$ cat src/rtl/histogram_ram_scheduler_pkg.sv
// Shared constants and FSM state type for the histogram RAM scheduler.
package histo_pkg;
    localparam int BIN_W_DEF = 8;
    localparam int CNT_W_DEF = 20;
    localparam logic [CNT_W_DEF-1:0] CNT_MAX = '1;

    typedef enum logic [2:0] {
        IDLE,
        CLEAR,
        ACCUM,
        DRAIN,
        DISPLAY
    } state_t;
endpackage

$ cat src/rtl/histogram_ram_scheduler_if.sv
// Frame control, pixel stream, display and RAM port bundle for the scheduler.
// Optional HISTO_PEAK_EN adds the peak output used for bar scaling.
interface histogram_ram_scheduler_if #(
    parameter int BIN_W = 8,
    parameter int CNT_W = 20
);
    logic             frame_start;
    logic             frame_end;
    logic             pixel_valid;
    logic [BIN_W-1:0] pixel;
    logic [BIN_W-1:0] disp_addr;
    logic [CNT_W-1:0] disp_value;
    logic             disp_valid;
    logic [BIN_W-1:0] rd_addr;
    logic [CNT_W-1:0] rd_data;
    logic             wr_en;
    logic [BIN_W-1:0] wr_addr;
    logic [CNT_W-1:0] wr_data;
    logic             busy;
    logic             dropped;
`ifdef HISTO_PEAK_EN
    logic [CNT_W-1:0] peak;

    modport slave (
        input  frame_start, frame_end, pixel_valid, pixel, disp_addr, rd_data,
        output disp_value, disp_valid, rd_addr, wr_en, wr_addr, wr_data,
               busy, dropped, peak
    );
    modport master (
        output frame_start, frame_end, pixel_valid, pixel, disp_addr, rd_data,
        input  disp_value, disp_valid, rd_addr, wr_en, wr_addr, wr_data,
               busy, dropped, peak
    );
`else
    modport slave (
        input  frame_start, frame_end, pixel_valid, pixel, disp_addr, rd_data,
        output disp_value, disp_valid, rd_addr, wr_en, wr_addr, wr_data,
               busy, dropped
    );
    modport master (
        output frame_start, frame_end, pixel_valid, pixel, disp_addr, rd_data,
        input  disp_value, disp_valid, rd_addr, wr_en, wr_addr, wr_data,
               busy, dropped
    );
`endif
endinterface

$ cat src/rtl/histogram_ram_scheduler_rmw_pipe.sv
// Two-stage read-modify-write for histogram bins with hazard forwarding and
// saturating increment; also carries the clear writes on the same write port.
module histo_rmw_pipe #(
    parameter int BIN_W = 8,
    parameter int CNT_W = 20
) (
    input  logic             clk,
    input  logic             rst_n,
    input  logic             flush,
    input  logic             in_vld,
    input  logic [BIN_W-1:0] in_bin,
    input  logic [CNT_W-1:0] rd_data,
    input  logic             clr_en,
    input  logic [BIN_W-1:0] clr_addr,
    output logic             wr_en,
    output logic [BIN_W-1:0] wr_addr,
    output logic [CNT_W-1:0] wr_data
);
    logic             vld_q;
    logic [BIN_W-1:0] bin_q;
    logic             fwd_vld;
    logic [BIN_W-1:0] fwd_addr;
    logic [CNT_W-1:0] fwd_data;
    logic [CNT_W-1:0] base;
    logic [CNT_W-1:0] sum;

    // rd_data was sampled on the edge that committed fwd_*, so a read-first RAM
    // may have missed that write; the write on the port right now is newer still.
    always_comb begin
        base = rd_data;
        if (fwd_vld && fwd_addr == bin_q)
            base = fwd_data;
        if (wr_en && wr_addr == bin_q)
            base = wr_data;
        sum = (base == '1) ? base : base + CNT_W'(1);
    end

    always_ff @(posedge clk) begin
        if (!rst_n || flush) begin
            vld_q <= 1'b0;
        end else begin
            vld_q <= in_vld;
        end
        if (!rst_n)
            bin_q <= '0;
        else
            bin_q <= in_bin;
    end

    always_ff @(posedge clk) begin
        if (!rst_n) begin
            wr_en   <= 1'b0;
            wr_addr <= '0;
            wr_data <= '0;
        end else if (flush) begin
            wr_en <= 1'b0;
        end else if (clr_en) begin
            wr_en   <= 1'b1;
            wr_addr <= clr_addr;
            wr_data <= '0;
        end else begin
            wr_en <= vld_q;
            if (vld_q) begin
                wr_addr <= bin_q;
                wr_data <= sum;
            end
        end
    end

    always_ff @(posedge clk) begin
        if (!rst_n) begin
            fwd_vld  <= 1'b0;
            fwd_addr <= '0;
            fwd_data <= '0;
        end else begin
            fwd_vld  <= wr_en;
            fwd_addr <= wr_addr;
            fwd_data <= wr_data;
        end
    end
endmodule

$ cat src/rtl/histogram_ram_scheduler.sv
// Per-frame sequencer for the histogram RAM: CLEAR, ACCUM, DRAIN, DISPLAY.
// Define HISTO_PEAK_EN to add the running peak output.
module histogram_ram_scheduler
    import histo_pkg::*;
#(
    parameter int BIN_W = BIN_W_DEF,
    parameter int CNT_W = CNT_W_DEF
) (
    input logic                     clk,
    input logic                     rst_n,
    histogram_ram_scheduler_if.slave bus
);
    state_t           state, state_nxt;
    logic [BIN_W-1:0] clr_cnt;
    logic             drain_cnt;
    logic [CNT_W-1:0] disp_value;
    logic             dropped;
    logic             pipe_vld;
    logic             clr_en;
    logic             wr_en;
    logic [BIN_W-1:0] wr_addr;
    logic [CNT_W-1:0] wr_data;

    always_ff @(posedge clk) begin
        if (!rst_n)
            state <= IDLE;
        else
            state <= state_nxt;
    end

    // Every state honours frame_start, so it also takes priority over frame_end.
    always_comb begin
        state_nxt = state;
        pipe_vld  = 1'b0;
        clr_en    = 1'b0;
        unique case (state)
            IDLE:    if (bus.frame_start) state_nxt = CLEAR;
            CLEAR: begin
                clr_en = 1'b1;
                if (bus.frame_start)    state_nxt = CLEAR;
                else if (clr_cnt == '1) state_nxt = ACCUM;
            end
            ACCUM: begin
                pipe_vld = bus.pixel_valid;
                if (bus.frame_start)    state_nxt = CLEAR;
                else if (bus.frame_end) state_nxt = DRAIN;
            end
            DRAIN: begin
                if (bus.frame_start)    state_nxt = CLEAR;
                else if (drain_cnt)     state_nxt = DISPLAY;
            end
            DISPLAY: if (bus.frame_start) state_nxt = CLEAR;
            default: state_nxt = IDLE;
        endcase
    end

    always_ff @(posedge clk) begin
        if (!rst_n) begin
            clr_cnt   <= '0;
            drain_cnt <= 1'b0;
        end else begin
            if (bus.frame_start)
                clr_cnt <= '0;
            else if (state == CLEAR)
                clr_cnt <= clr_cnt + BIN_W'(1);
            drain_cnt <= (state == DRAIN) && !bus.frame_start;
        end
    end

    always_ff @(posedge clk) begin
        if (!rst_n)
            dropped <= 1'b0;
        else if (bus.frame_start)
            dropped <= 1'b0;
        else if (bus.pixel_valid && state != ACCUM)
            dropped <= 1'b1;
    end

    always_ff @(posedge clk) begin
        if (!rst_n)
            disp_value <= '0;
        else if (state == DISPLAY)
            disp_value <= bus.rd_data;
    end

    histo_rmw_pipe #(
        .BIN_W (BIN_W),
        .CNT_W (CNT_W)
    ) u_rmw (
        .clk      (clk),
        .rst_n    (rst_n),
        .flush    (bus.frame_start),
        .in_vld   (pipe_vld),
        .in_bin   (bus.pixel),
        .rd_data  (bus.rd_data),
        .clr_en   (clr_en),
        .clr_addr (clr_cnt),
        .wr_en    (wr_en),
        .wr_addr  (wr_addr),
        .wr_data  (wr_data)
    );

    assign bus.rd_addr    = (state == ACCUM) ? bus.pixel : bus.disp_addr;
    assign bus.wr_en      = wr_en;
    assign bus.wr_addr    = wr_addr;
    assign bus.wr_data    = wr_data;
    assign bus.disp_value = disp_value;
    assign bus.disp_valid = (state == DISPLAY);
    assign bus.busy       = (state == CLEAR) || (state == ACCUM) || (state == DRAIN);
    assign bus.dropped    = dropped;

`ifdef HISTO_PEAK_EN
    logic [CNT_W-1:0] peak;

    // Pixel writes finish during DRAIN, so the peak keeps tracking there too.
    always_ff @(posedge clk) begin
        if (!rst_n)
            peak <= '0;
        else if (bus.frame_start)
            peak <= '0;
        else if (wr_en && (state == ACCUM || state == DRAIN) && wr_data > peak)
            peak <= wr_data;
    end

    assign bus.peak = peak;
`endif
endmodule
$ cat src/flat_wrapper.sv
// flat-port wrapper written by rule: the top's interface ports become plain ports
module histogram_ram_scheduler_flat import histo_pkg::*;
#(
    parameter int BIN_W = BIN_W_DEF,
    parameter int CNT_W = CNT_W_DEF
)
  (clk, rst_n, bus_frame_start, bus_frame_end, bus_pixel_valid, bus_pixel, bus_disp_addr, bus_rd_data, bus_disp_value, bus_disp_valid, bus_rd_addr, bus_wr_en, bus_wr_addr, bus_wr_data, bus_busy, bus_dropped);
  histogram_ram_scheduler_if #(.BIN_W(BIN_W), .CNT_W(CNT_W)) bus_i ();
  input logic clk;
  input logic rst_n;
  input wire logic [$bits(bus_i.frame_start)-1:0] bus_frame_start;
  input wire logic [$bits(bus_i.frame_end)-1:0] bus_frame_end;
  input wire logic [$bits(bus_i.pixel_valid)-1:0] bus_pixel_valid;
  input wire logic [$bits(bus_i.pixel)-1:0] bus_pixel;
  input wire logic [$bits(bus_i.disp_addr)-1:0] bus_disp_addr;
  input wire logic [$bits(bus_i.rd_data)-1:0] bus_rd_data;
  output wire logic [$bits(bus_i.disp_value)-1:0] bus_disp_value;
  output wire logic [$bits(bus_i.disp_valid)-1:0] bus_disp_valid;
  output wire logic [$bits(bus_i.rd_addr)-1:0] bus_rd_addr;
  output wire logic [$bits(bus_i.wr_en)-1:0] bus_wr_en;
  output wire logic [$bits(bus_i.wr_addr)-1:0] bus_wr_addr;
  output wire logic [$bits(bus_i.wr_data)-1:0] bus_wr_data;
  output wire logic [$bits(bus_i.busy)-1:0] bus_busy;
  output wire logic [$bits(bus_i.dropped)-1:0] bus_dropped;
  assign bus_i.frame_start = bus_frame_start;
  assign bus_i.frame_end = bus_frame_end;
  assign bus_i.pixel_valid = bus_pixel_valid;
  assign bus_i.pixel = bus_pixel;
  assign bus_i.disp_addr = bus_disp_addr;
  assign bus_i.rd_data = bus_rd_data;
  assign bus_disp_value = bus_i.disp_value;
  assign bus_disp_valid = bus_i.disp_valid;
  assign bus_rd_addr = bus_i.rd_addr;
  assign bus_wr_en = bus_i.wr_en;
  assign bus_wr_addr = bus_i.wr_addr;
  assign bus_wr_data = bus_i.wr_data;
  assign bus_busy = bus_i.busy;
  assign bus_dropped = bus_i.dropped;
  histogram_ram_scheduler #(.BIN_W(BIN_W), .CNT_W(CNT_W)) u_core (.clk(clk), .rst_n(rst_n), .bus(bus_i));
endmodule
$ cat config.mk
export PLATFORM = sky130hd
export DESIGN_NAME = histogram_ram_scheduler_flat
export DESIGN_NICKNAME = d
export VERILOG_FILES = /design/src/rtl/histogram_ram_scheduler_pkg.sv /design/src/rtl/histogram_ram_scheduler_if.sv /design/src/rtl/histogram_ram_scheduler_rmw_pipe.sv /design/src/rtl/histogram_ram_scheduler.sv /design/src/flat_wrapper.sv
export SDC_FILE = /design/constraint.sdc
export NUM_CORES = 1
export LEC_CHECK = 0
export ABC_AREA = 1
export CAP_MARGIN = 20
export CORE_UTILIZATION = 57
export DETAILED_ROUTE_END_ITERATION = 10
export PLACE_DENSITY = 0.91
export RECOVER_POWER = 50
export SLEW_MARGIN = 40
export SYNTH_ARGS = -nofsm -noshare
export SYNTH_HDL_FRONTEND = slang
export SYNTH_SLANG_ARGS = --single-unit
$ cat constraint.sdc
create_clock -name clk -period 5 [get_ports clk]
set_input_delay 0.5 -clock clk [delete_from_list [all_inputs] [get_ports clk]]
set_output_delay 0.5 -clock clk [all_outputs]
set_load 0.05 [all_outputs]
### Word-level counts from Yosys, hierarchy flattened

Index checks and enable logic that the tools add are counted.

| word-level totals | value |
|---|---|
| ROM bits | 0 |
| bits in registers | 100 |
| bits in writable memories | 0 |
| bits in latches | 0 |
| memories | 0 |

| operators by class | value |
|---|---|
| shift operators | 0 |
| add/sub/neg operators | 2 |
| muxes and demuxes | 18 |
| magnitude comparators | 0 |
| reduce and logical (&&, ||, !) cells | 16 |
| bitwise gates (word level) | 3 |
| eq/ne operators | 13 |
| divide/modulo/power cells | 0 |
| $mul | 0 |

Operator list:

| kind | count |
|---|---|
| two-way mux 20 bit | 5 |
| two-way mux 8 bit | 3 |
| two-way mux 3 bit | 7 |
| adder 20 x 1 -> 20 bit, second input constant | 1 |
| equality test 20 bit, second input constant | 1 |
| equality test 8 bit | 2 |
| case mux 3 bit (4 select lines) | 1 |
| inequality test 3 x 2 -> 1 bit, second input constant | 3 |
| adder 8 x 1 -> 8 bit, second input constant | 1 |
| equality test 8 bit, second input constant | 1 |
| equality test 3 x 2 -> 1 bit, second input constant | 2 |
| OR reduction 2 bit | 3 |
| logical AND 1 bit | 4 |
| AND reduction 4 bit | 1 |
| equality test 3 x 1 -> 1 bit, second input constant | 1 |
| equality test 3 bit, second input constant | 1 |
| logical NOT 3 bit | 1 |
| logical OR 1 bit | 3 |
| inequality test 3 bit, second input constant | 1 |
| inverter 1 bit | 3 |
| logical NOT 1 bit | 2 |
| two-way mux 1 bit | 2 |
| inequality test 2 x 1 -> 1 bit, second input constant | 1 |
| AND reduction 2 bit | 1 |
| nonzero test 2 bit | 1 |

### Longest topological paths before layout

Gate-level depths: netlist of the first run.

| depth | value |
|---|---|
| depth after elaboration | 8 |
| depth in mapped cells | 21 |
| gate-level depth less buffers | 20 |

### Modules after synthesis

From an unflattened synthesis of the first run, not the netlist that was laid out.

| unflattened totals | value |
|---|---|
| cell total of the unflattened synthesis | 909 |
| area total of the unflattened synthesis | 5,686.7 um^2 |

By module, submodules not included:

| module | cells each | times used | seq. area each (um^2) | area an instance (um^2) |
|---|---|---|---|---|
| histo_rmw_pipe | 692 | 1 | 1,341.3 | 4,186.5 |
| histogram_ram_scheduler | 217 | 1 | 660.6 | 1,500.2 |

### Worst setup path after synthesis of the first run

OpenSTA, ideal clock, no wires.

| timing | value |
|---|---|
| kind | register -> register |
| start | reg u_core.u_rmw.wr_en |
| end | reg u_core.u_rmw.wr_data[16] |
| path slack | 2.224 ns |
| clock period less this slack | 2.776 ns |
| stages on the path, launching flop included | 17 |
| buffers on the path | 2 |
| arrival time | 2.644 ns |
| cells stage by stage | dfxtp_1 > clkbuf_8 > nand2_1 > nor3_2 > nand3_2 > buf_6 > inv_1 > nand2_1 > nand2_2 > ha_1 > nand3_1 > nor2_2 > nand3_1 > nor2_4 > nand2_1 > o21ai_1 > o21ai_0 |

| between the ends | value |
|---|---|
| longest elaborated chain between the ends | 6 |

RTL lines:

| what | line | source |
|---|---|---|
| start, declared | histogram_ram_scheduler_rmw_pipe.sv:15 | `output logic wr_en,` |
| start signal, assigned | histogram_ram_scheduler_rmw_pipe.sv:62 | `wr_en <= vld_q;` |
| logical AND 1 bit (*) | histogram_ram_scheduler_rmw_pipe.sv:33 | `if (wr_en && wr_addr == bin_q)` |
| two-way mux 20 bit (*) | histogram_ram_scheduler_rmw_pipe.sv:33 |  |
| adder 20 x 1 -> 20 bit or equality test 20 bit (tied branches) | histogram_ram_scheduler_rmw_pipe.sv:35 | `sum = (base == '1) ? base : base + CNT_W'(1);` |
| two-way mux 20 bit (*) | histogram_ram_scheduler_rmw_pipe.sv:35 |  |
| two-way mux 20 bit (*) | histogram_ram_scheduler_rmw_pipe.sv:63 | `if (vld_q) begin` |
| two-way mux 20 bit (*) | histogram_ram_scheduler_rmw_pipe.sv:57 | `end else if (clr_en) begin` |
| end signal, assigned | histogram_ram_scheduler_rmw_pipe.sv:65 | `wr_data <= sum;` |
| end, declared | histogram_ram_scheduler_rmw_pipe.sv:17 | `output logic [CNT_W-1:0] wr_data` |

Mark *: on every way between the ends. The rest lies on a longest branch, timed or not. The select of a mux whose other input is x is not followed.
A chain may end at the register's enable or synchronous reset.

==> results of run 1 <==
[kinds of logic (layout without fill, tap and decap cells)]
logic type | Yosys count | in the layout | synth area share (%)
simple gates | 457 | 457 | 40.7
buf+inv | 145 | 238 | 12.2
flops | 100 | 100 | 37.2
compound gates | 80 | 80 | 8.49
xor+xnor | 6 | 6 | 0.977
fa+ha+maj | 2 | 2 | 0.465
[worst max-delay path, delay by kind of cell]
| kind | cells | cell delay [ps] |
|---|---|---|
| AOI/OAI and AO/OA | 1 | 110 |
| buffers and inverters | 4 | 2820 |
| and+or+nand+nor | 3 | 800 |
[report_power, final]
group / switching [W] / total (W) / leakage [nW] / internal (W)
logic: 0.000506 / 0.000731 / 2.18 / 0.000225
clock network: 0.000284 / 0.000569 / 0.104 / 0.000285
registers: 0.0000499 / 0.000917 / 0.813 / 0.000867
[through the flow]
stage               instances  hold slack [ps]
floorplan                 790              448
global placement          978              443
detailed placement        978              446
CTS                       994              461
global route              994              487
finish                    994              460
[state kept, by name, summed over array words and instances, names as in the netlist]
signal / flops
u_core.state: 3
u_core.clr_cnt: 8
u_core.u_rmw.fwd_addr: 8
u_core.u_rmw.wr_data: 20
u_core.u_rmw.wr_en: 1
u_core.u_rmw.fwd_data: 20
u_core.u_rmw.wr_addr: 8
u_core.u_rmw.bin_q: 8
u_core.u_rmw.vld_q: 1
u_core.bus.dropped: 1
u_core.drain_cnt: 1
u_core.bus.disp_value: 20
u_core.u_rmw.fwd_vld: 1
[area by class of cell]
cell class                 instances  area, um2
multi-input combinational        545       2720
fill                             707       2650
sequential                       100       2000
timing repair buffer             104       1020
inverter                         118        443
tap                              111        139
clock buffer                      11        131
clock inverter                     5       85.1
[Yosys cell counts (5+ instances only)]
| master | number | area (um2) |
|---|---|---|
| sky130_fd_sc_hd__a21oi_1 | 19 | 95.1 |
| sky130_fd_sc_hd__a32oi_1 | 7 | 61.3 |
| sky130_fd_sc_hd__buf_6 | 5 | 56.3 |
| sky130_fd_sc_hd__clkbuf_1 | 13 | 48.8 |
| sky130_fd_sc_hd__dfxtp_1 | 100 | 2000 |
| sky130_fd_sc_hd__inv_1 | 110 | 413 |
| sky130_fd_sc_hd__inv_2 | 7 | 26.3 |
| sky130_fd_sc_hd__nand2_1 | 219 | 822 |
| sky130_fd_sc_hd__nand2_2 | 17 | 106 |
| sky130_fd_sc_hd__nand2_4 | 5 | 56.3 |
| sky130_fd_sc_hd__nand3_1 | 60 | 300 |
| sky130_fd_sc_hd__nand3_2 | 17 | 170 |
| sky130_fd_sc_hd__nand4_1 | 8 | 50.1 |
| sky130_fd_sc_hd__nor2_1 | 82 | 308 |
| sky130_fd_sc_hd__nor2_2 | 12 | 75.1 |
| sky130_fd_sc_hd__nor2_4 | 9 | 101 |
| sky130_fd_sc_hd__nor3_1 | 8 | 40.0 |
| sky130_fd_sc_hd__o21ai_0 | 31 | 155 |
| sky130_fd_sc_hd__o21ai_1 | 12 | 60.1 |
| sky130_fd_sc_hd__or2_2 | 12 | 75.1 |
[routing by layer]
| metal | vias to the layer above | routed length, um | GRT usage [%] |
|---|---|---|---|
| met3 | 34 | 1340 | 7.17 |
| met1 | 2409 | 6260 | 39.0 |
| li1 | 2648 | - | - |
| met5 | - | 0 | 0 |
| met2 | 282 | 6250 | 48.1 |
| met4 | 0 | 254 | 9.84 |
[final timing paths]
kind,to,startpoint
max,u_core.u_rmw.wr_data[1]$_SDFFE_PN0P_,rst_n
max reg2reg,u_core.u_rmw.wr_data[0]$_SDFFE_PN0P_,u_core.u_rmw.wr_en$_SDFF_PP0_
min,u_core.u_rmw.fwd_data[13]$_SDFF_PN0_,u_core.u_rmw.wr_data[13]$_SDFFE_PN0P_
min reg2reg,u_core.u_rmw.fwd_data[13]$_SDFF_PN0_,u_core.u_rmw.wr_data[13]$_SDFFE_PN0P_
==> Implementation_results.wiki, run 1 <==
{| class="wikitable"
! Metric !! Value
|-
| Clock transition at the register clock pins on the worst setup and hold paths after CTS || 100 ps
|-
| Netlist cell types || 39
|-
| Total wire length || 14.1 mm
|-
| Total of hold buffers inserted after clock tree synthesis || 0
|-
| Total global-route track usage || 29.7%
|-
| Dominant synthesized flop cell || sky130_fd_sc_hd__dfxtp_1
|-
| Final-layout setup total negative slack || 0 ps
|-
| Hold violation count in the final report || 0
|-
| Most frequent standard cell in the layout excluding fill and tap cells || sky130_fd_sc_hd__nand2_1
|-
| Synthesized area divided by synthesized cell count || just under 7 um2
|-
| Chip Height || about 99 um
|-
| Final HPWL DP || 10.2 mm
|-
| Post-DP Area || between 6000 and 7000 um2
|-
| Cell Area, Synth || 5380 um2
|-
| Depth of the worst register-to-register path || 16
|-
| CP Cell Sequence || buf_2, clkbuf_1, inv_1, nor2_1, nand2_1, inv_1, nand3_1, o21ai_1
|-
| PwrDens || 339 nW/um2
|-
| Power consumption || 0.00222 W
|-
| Crit path kind || input pin to flop
|-
| Setup slack at placement || 1710 ps
|-
| Critical path fanouts, max || 62
|-
| Die Span X || 99.1 um
|-
| Post-synthesis sequential area ratio || roughly 37%
|-
| Crit path arrival time || between 4000 and 5000 ps
|-
| Routed len/inst || 14.2 um
|-
| Cell area after layout || 6540 um2
|-
| Max-Slew Margin vs Limit || -76.1%
|-
| Clock net sink count || 100
|-
| Clock tree from TritonCTS || done
|-
| Effective utilization at floorplan || 58.5%
|-
| Crit share post-route || between 70 and 80%
|-
| Antenna violations before repair || 0
|-
| Maximum buffer depth of the clock tree || 2
|-
| Actual slew at the worst max-slew pin || between 2000 and 3000 ps
|-
| Worst Setup Start Kind || input pin
|-
| Average via count per standard cell || about 5.4
|-
| I/O Pins || 101
|-
| Maximum number of pins on one net before global-route repair || between 60 and 70
|-
| Number of vias after detailed routing || 5373
|-
| Lkg Pwr || 3.10 nW
|-
| Floorplan row count || 35
|-
| Routability cong. || 0.941
|-
| Number of inserted diodes || 0
|-
| Post-CTS setup buffer count || 0
|-
| Count of pins over their slew limit || 63
|-
| Post-route setup slack || 1030 ps
|-
| Post-Synthesis Cells || slightly below 800
|-
| Clock Skew || 11.6 ps
|-
| Die area || 9830 um2
|-
| Min Clock Period, post-route || 3970 ps
|-
| Number of gates resized after CTS || 0
|-
| Hold-critical path depth || 2
|-
| Number of DRC violations after detailed routing || 0
|-
| Final core utilization || 71.2%
|-
| Share of async-settable or async-resettable flops after synthesis || 0%
|-
| Largest stage delay on the critical path || between 1500 and 2000 ps
|-
| Via count of the first global-routing pass || 4910
|-
| Flop-to-flop setup slack || 1530 ps
|-
| Syn. warnings || 0
|-
| Area added between synthesis and finish || 21.7%
|-
| Post-synth EDFFs || 0
|-
| Most numerous cell on the critical path || sky130_fd_sc_hd__inv_1
|-
| # nets final || 921
|-
| Congestion Overflow GR || 0
|-
| Count of final setup violators || 0
|-
| CP max stage cell || sky130_fd_sc_hd__clkbuf_1
|-
| Worst Setup End Kind || flop
|-
| Setup repair after global routing missed its margin || no
|-
| Detailed-router iteration count before antenna repair || 6
|-
| H-tree depth || 3
|-
| Iter 0 DRT Violations || 559
|-
| Highest attainable clock frequency || 0.252 GHz
|-
| Type of the most critical hold path || flop to flop
|-
| Req. time, crit path || 5290 ps
|-
| Post-synth net total || ~830
|-
| Residual antenna-violating net count after detailed routing || 0
|-
| Result of the run || complete, but fails checks
|-
| Number of maximum-capacitance constraint violations || 1
|-
| Root buffer cell || sky130_fd_sc_hd__clkbuf_8
|-
| Latest clock arrival within the worst-skew pair || 370 ps
|-
| Inserted Clock Buffers || 9
|-
| Wire length of the first global-routing pass || 23.2 mm
|-
| Ratio of cells with drive above 1 in the final layout || 11.8%
|-
| Area inside the core boundary || between 9000 and 10000 um2
|-
| Largest vdd supply drop || 256 uV
|-
| I/O Buffers || 100
|-
| Highest-count cells in the layout ignoring fill and taps || sky130_fd_sc_hd__nand2_1, sky130_fd_sc_hd__inv_1, sky130_fd_sc_hd__dfxtp_1
|-
| Violations in the final reports || capacitance limit, slew limit
|-
| Flip-flop and latch count after synthesis || 100
|}
Power figures use the tool's default switching activity.
==> run 2: changes to the inputs <==
- CORE_UTILIZATION: 57 -> 53
- PLACE_DENSITY: 0.91 -> 0.86
- clock period: 5 -> 4 ns (I/O delays scaled with it)
==> run 2 against run 1 <==
The run still ends with capacitance limit, slew limit left. Utilization fell by 4.1 points. Sequential cell count did not move. Die area rose by 7.4%. Cell area rose by 0.55%. Global-route usage fell by 2.0 points. Routed wire length rose by 1.7%. Via count fell by 1.8%. Critical path type is now flop to flop. Largest cell class unchanged.
==> Implementation_results.wiki, run 2 (synthesized netlist as in run 1, its figures left out) <==
{| class="wikitable"
! Metric !! Value
|-
| CP Cell Sequence || inv_2, nand2_1, nand3_1, nor2_4, nand2_4, nand2_1, nand3_1, nand2_2, ha_1, nand3_1, inv_1, nand2_1, nor2_2, nand3_2, inv_1, nand2_1, nand3_1, o21ai_1
|-
| Capturing point of the worst reg2reg path || u_core.u_rmw.wr_data[0]$_SDFFE_PN0P_
|-
| Number of inserted diodes || 0 (unchanged)
|-
| Reg2Reg Launch Point || u_core.u_rmw.bin_q[1]$_SDFF_PN0_
|-
| Min Clock Period, post-route || 3080 ps
|-
| Final-layout setup total negative slack || 0 ps (unchanged)
|-
| Violations in the final reports || capacitance limit, slew limit
|-
| Flop-to-flop setup slack || 920 ps (-610 ps)
|-
| Crit path arrival time || 3310 ps (-950 ps)
|-
| Worst Setup Start Kind || flop
|-
| Hold-critical path depth || 3 (+1)
|-
| Setup crit start || u_core.u_rmw.bin_q[1]$_SDFF_PN0_
|-
| Total of hold buffers inserted after clock tree synthesis || 0 (unchanged)
|-
| Highest-count cells in the layout ignoring fill and taps || sky130_fd_sc_hd__nand2_1, sky130_fd_sc_hd__inv_1, sky130_fd_sc_hd__dfxtp_1
|-
| Number of gates resized after CTS || 0 (unchanged)
|-
| Maximum buffer depth of the clock tree || 2 (unchanged)
|-
| Crit share post-route || 77.0%
|-
| PwrDens || 413 nW/um2 (+22%)
|-
| Lkg Pwr || 3.16 nW (+1.9%)
|-
| Type of the most critical hold path || input pin to flop
|-
| Area added between synthesis and finish || 22.4%
|-
| Largest stage delay on the critical path || 400 ps (-1450 ps)
|-
| Floorplan row count || 36 (+2.9%)
|-
| Highest attainable clock frequency || approximately 0.32 GHz
|-
| Number of vias after detailed routing || 5274 (-1.8%)
|-
| Crit path kind || flop to flop
|-
| Largest vdd supply drop || 233 uV (-9.0%)
|-
| Post-CTS setup buffer count || 0 (unchanged)
|-
| Die area || 10600 um2 (+7.4%)
|-
| Residual antenna-violating net count after detailed routing || 0 (unchanged)
|-
| Result of the run || complete, but fails checks
|-
| Clock tree from TritonCTS || done
|-
| Depth of the worst register-to-register path || 18 (+2)
|-
| Cell area after layout || 6580 um2 (+0.55%)
|-
| Req. time, crit path || 4230 ps (-1060 ps)
|-
| Wire length of the first global-routing pass || 22.5 mm (-3.1%)
|-
| Ratio of cells with drive above 1 in the final layout || 12.1% (+0.29 points)
|-
| Total wire length || 14.3 mm (+1.7%)
|-
| Routability cong. || 1.01 (+7.6%)
|-
| Count of pins over their slew limit || 62 (-1.6%)
|-
| Min-delay src || rst_n
|-
| Critical path fanouts, max || 19 (-69%)
|-
| Max-Slew Margin vs Limit || -86.4% (-10 points)
|-
| Die Span X || 103 um (+3.6%)
|-
| Clock net sink count || 100 (unchanged)
|-
| Most frequent standard cell in the layout excluding fill and tap cells || sky130_fd_sc_hd__nand2_1
|-
| Cell type group with the largest total delay on the critical path || simple AND/OR/NAND/NOR gates
|-
| Antenna violations before repair || 0 (unchanged)
|-
| Clock transition at the register clock pins on the worst setup and hold paths after CTS || 100 ps (about the same)
|-
| Number of DRC violations after detailed routing || 0 (unchanged)
|-
| CP max stage cell || sky130_fd_sc_hd__dfxtp_1
|-
| Chip Height || 103 um (+3.6%)
|-
| Number of maximum-capacitance constraint violations || 1 (unchanged)
|-
| Actual slew at the worst max-slew pin || 2800 ps (+155 ps)
|-
| Root buffer cell || sky130_fd_sc_hd__clkbuf_8
|-
| Inserted Clock Buffers || 9 (unchanged)
|-
| H-tree depth || 3 (unchanged)
|-
| Largest regs || u_core.bus.disp_value: 20 flops, u_core.u_rmw.fwd_data: 20 flops, u_core.u_rmw.wr_data: 20 flops
|-
| WP buf/inv || 3 (-1)
|-
| Setup repair after global routing missed its margin || no
|-
| Detailed-router iteration count before antenna repair || 5 (-1)
|-
| Post-DP Area || 6390 um2 (+0.91%)
|-
| Total global-route track usage || 27.6% (-2.0 points)
|-
| I/O Buffers || 100 (unchanged)
|-
| Maximum number of pins on one net before global-route repair || 62 (-1.6%)
|-
| Hold violation count in the final report || 0 (unchanged)
|-
| # nets final || 925 (+0.43%)
|-
| Congestion Overflow GR || 0 (unchanged)
|-
| Iter 0 DRT Violations || 461 (-18%)
|-
| Worst Setup End Kind || flop
|-
| Average via count per standard cell || 5.17 (-4.3%)
|-
| End point of the worst hold path || u_core.state[0]$_SDFFE_PN0P_
|-
| Area inside the core boundary || 9820 um2 (+6.8%)
|-
| Routed len/inst || 14.1 um (-0.94%)
|-
| Via count of the first global-routing pass || 4581 (-6.7%)
|-
| Effective utilization at floorplan || 54.8% (-3.7 points)
|-
| Count of final setup violators || 0 (unchanged)
|-
| I/O Pins || 101 (unchanged)
|-
| Clock Skew || 12.4 ps (+0.852 ps)
|-
| Latest clock arrival within the worst-skew pair || 380 ps (about the same)
|-
| Final HPWL DP || 10.7 mm (+5.4%)
|}
-- run 2: cell count changes in the layout (fill, tap and decap cells not counted), sizes merged --
cell	delta
clkdlybuf4s50	-18
dlygate4sd3	+18
buf	+2
clkbuf	+2
bufinv	-1
clkinvlp	+1
-- run 2: metrics by stage --
stage / setup WS (ps) / util, % / hold slack [ps] / cells / total power [W]
after floorplan: 1220 / - / 448 / 790 / 0.00178
after global placement: 1110 / 65.1 / 447 / 1004 / 0.00207
after detailed placement: 1010 / 65.1 / 448 / 1004 / 0.00208
after CTS: 979 / 67.1 / 399 / 1020 / 0.00273
after global routing: 610 / 67.0 / 439 / 1020 / 0.00284
final: 920 / 67.0 / 449 / 1020 / 0.00272
-- run 2: tightest hold or removal path: cells and delay by family --
kind / cells / cell delay, ps
simple gates: 1 / 70
buf+inv: 2 / 310
-- run 2: worst max-delay path by stage --
| stage | slack, ps | depth (start not counted) | endpoint |
|---|---|---|---|
| finish | 920 | 18 | u_core.u_rmw.wr_data[0]$_SDFFE_PN0P_ |
| global route | 610 | 18 | u_core.u_rmw.wr_data[0]$_SDFFE_PN0P_ |
| CTS | 980 | 20 | u_core.u_rmw.wr_data[0]$_SDFFE_PN0P_ |
| detailed placement | 1010 | 17 | u_core.u_rmw.wr_data[0]$_SDFFE_PN0P_ |
| global placement | 1110 | 17 | u_core.u_rmw.wr_data[0]$_SDFFE_PN0P_ |
| floorplan | 1220 | 16 | u_core.u_rmw.wr_data[16]$_SDFFE_PN0P_ |
-- run 2: final cells by class --
cell class,instances,area (um2)
Timing Repair Buffer,108,1050
Tap cell,133,166
Inverter,118,443
Clock inverter,5,58.8
Sequential cell,100,2000
Fill cell,873,3240
Multi-Input combinational cell,545,2720
Clock buffer,11,141
-- run 2: report_power, final --
part / switching [W] / internal, W
Combinational: 0.000626 / 0.000276
Clock: 0.000362 / 0.000308
Sequential: 0.0000632 / 0.00108
Total: 0.00105 / 0.00167
-- run 2: routing by layer --
layer	share of wire, %	vias to the layer above	global-route usage (%)	wire length [um]
li1	-	2655	-	-
met1	48	2371	39.8	6850
met2	43	232	42.5	6140
met3	8.2	16	5.42	1180
met4	1.2	0	6.72	169
met5	0	-	0	0
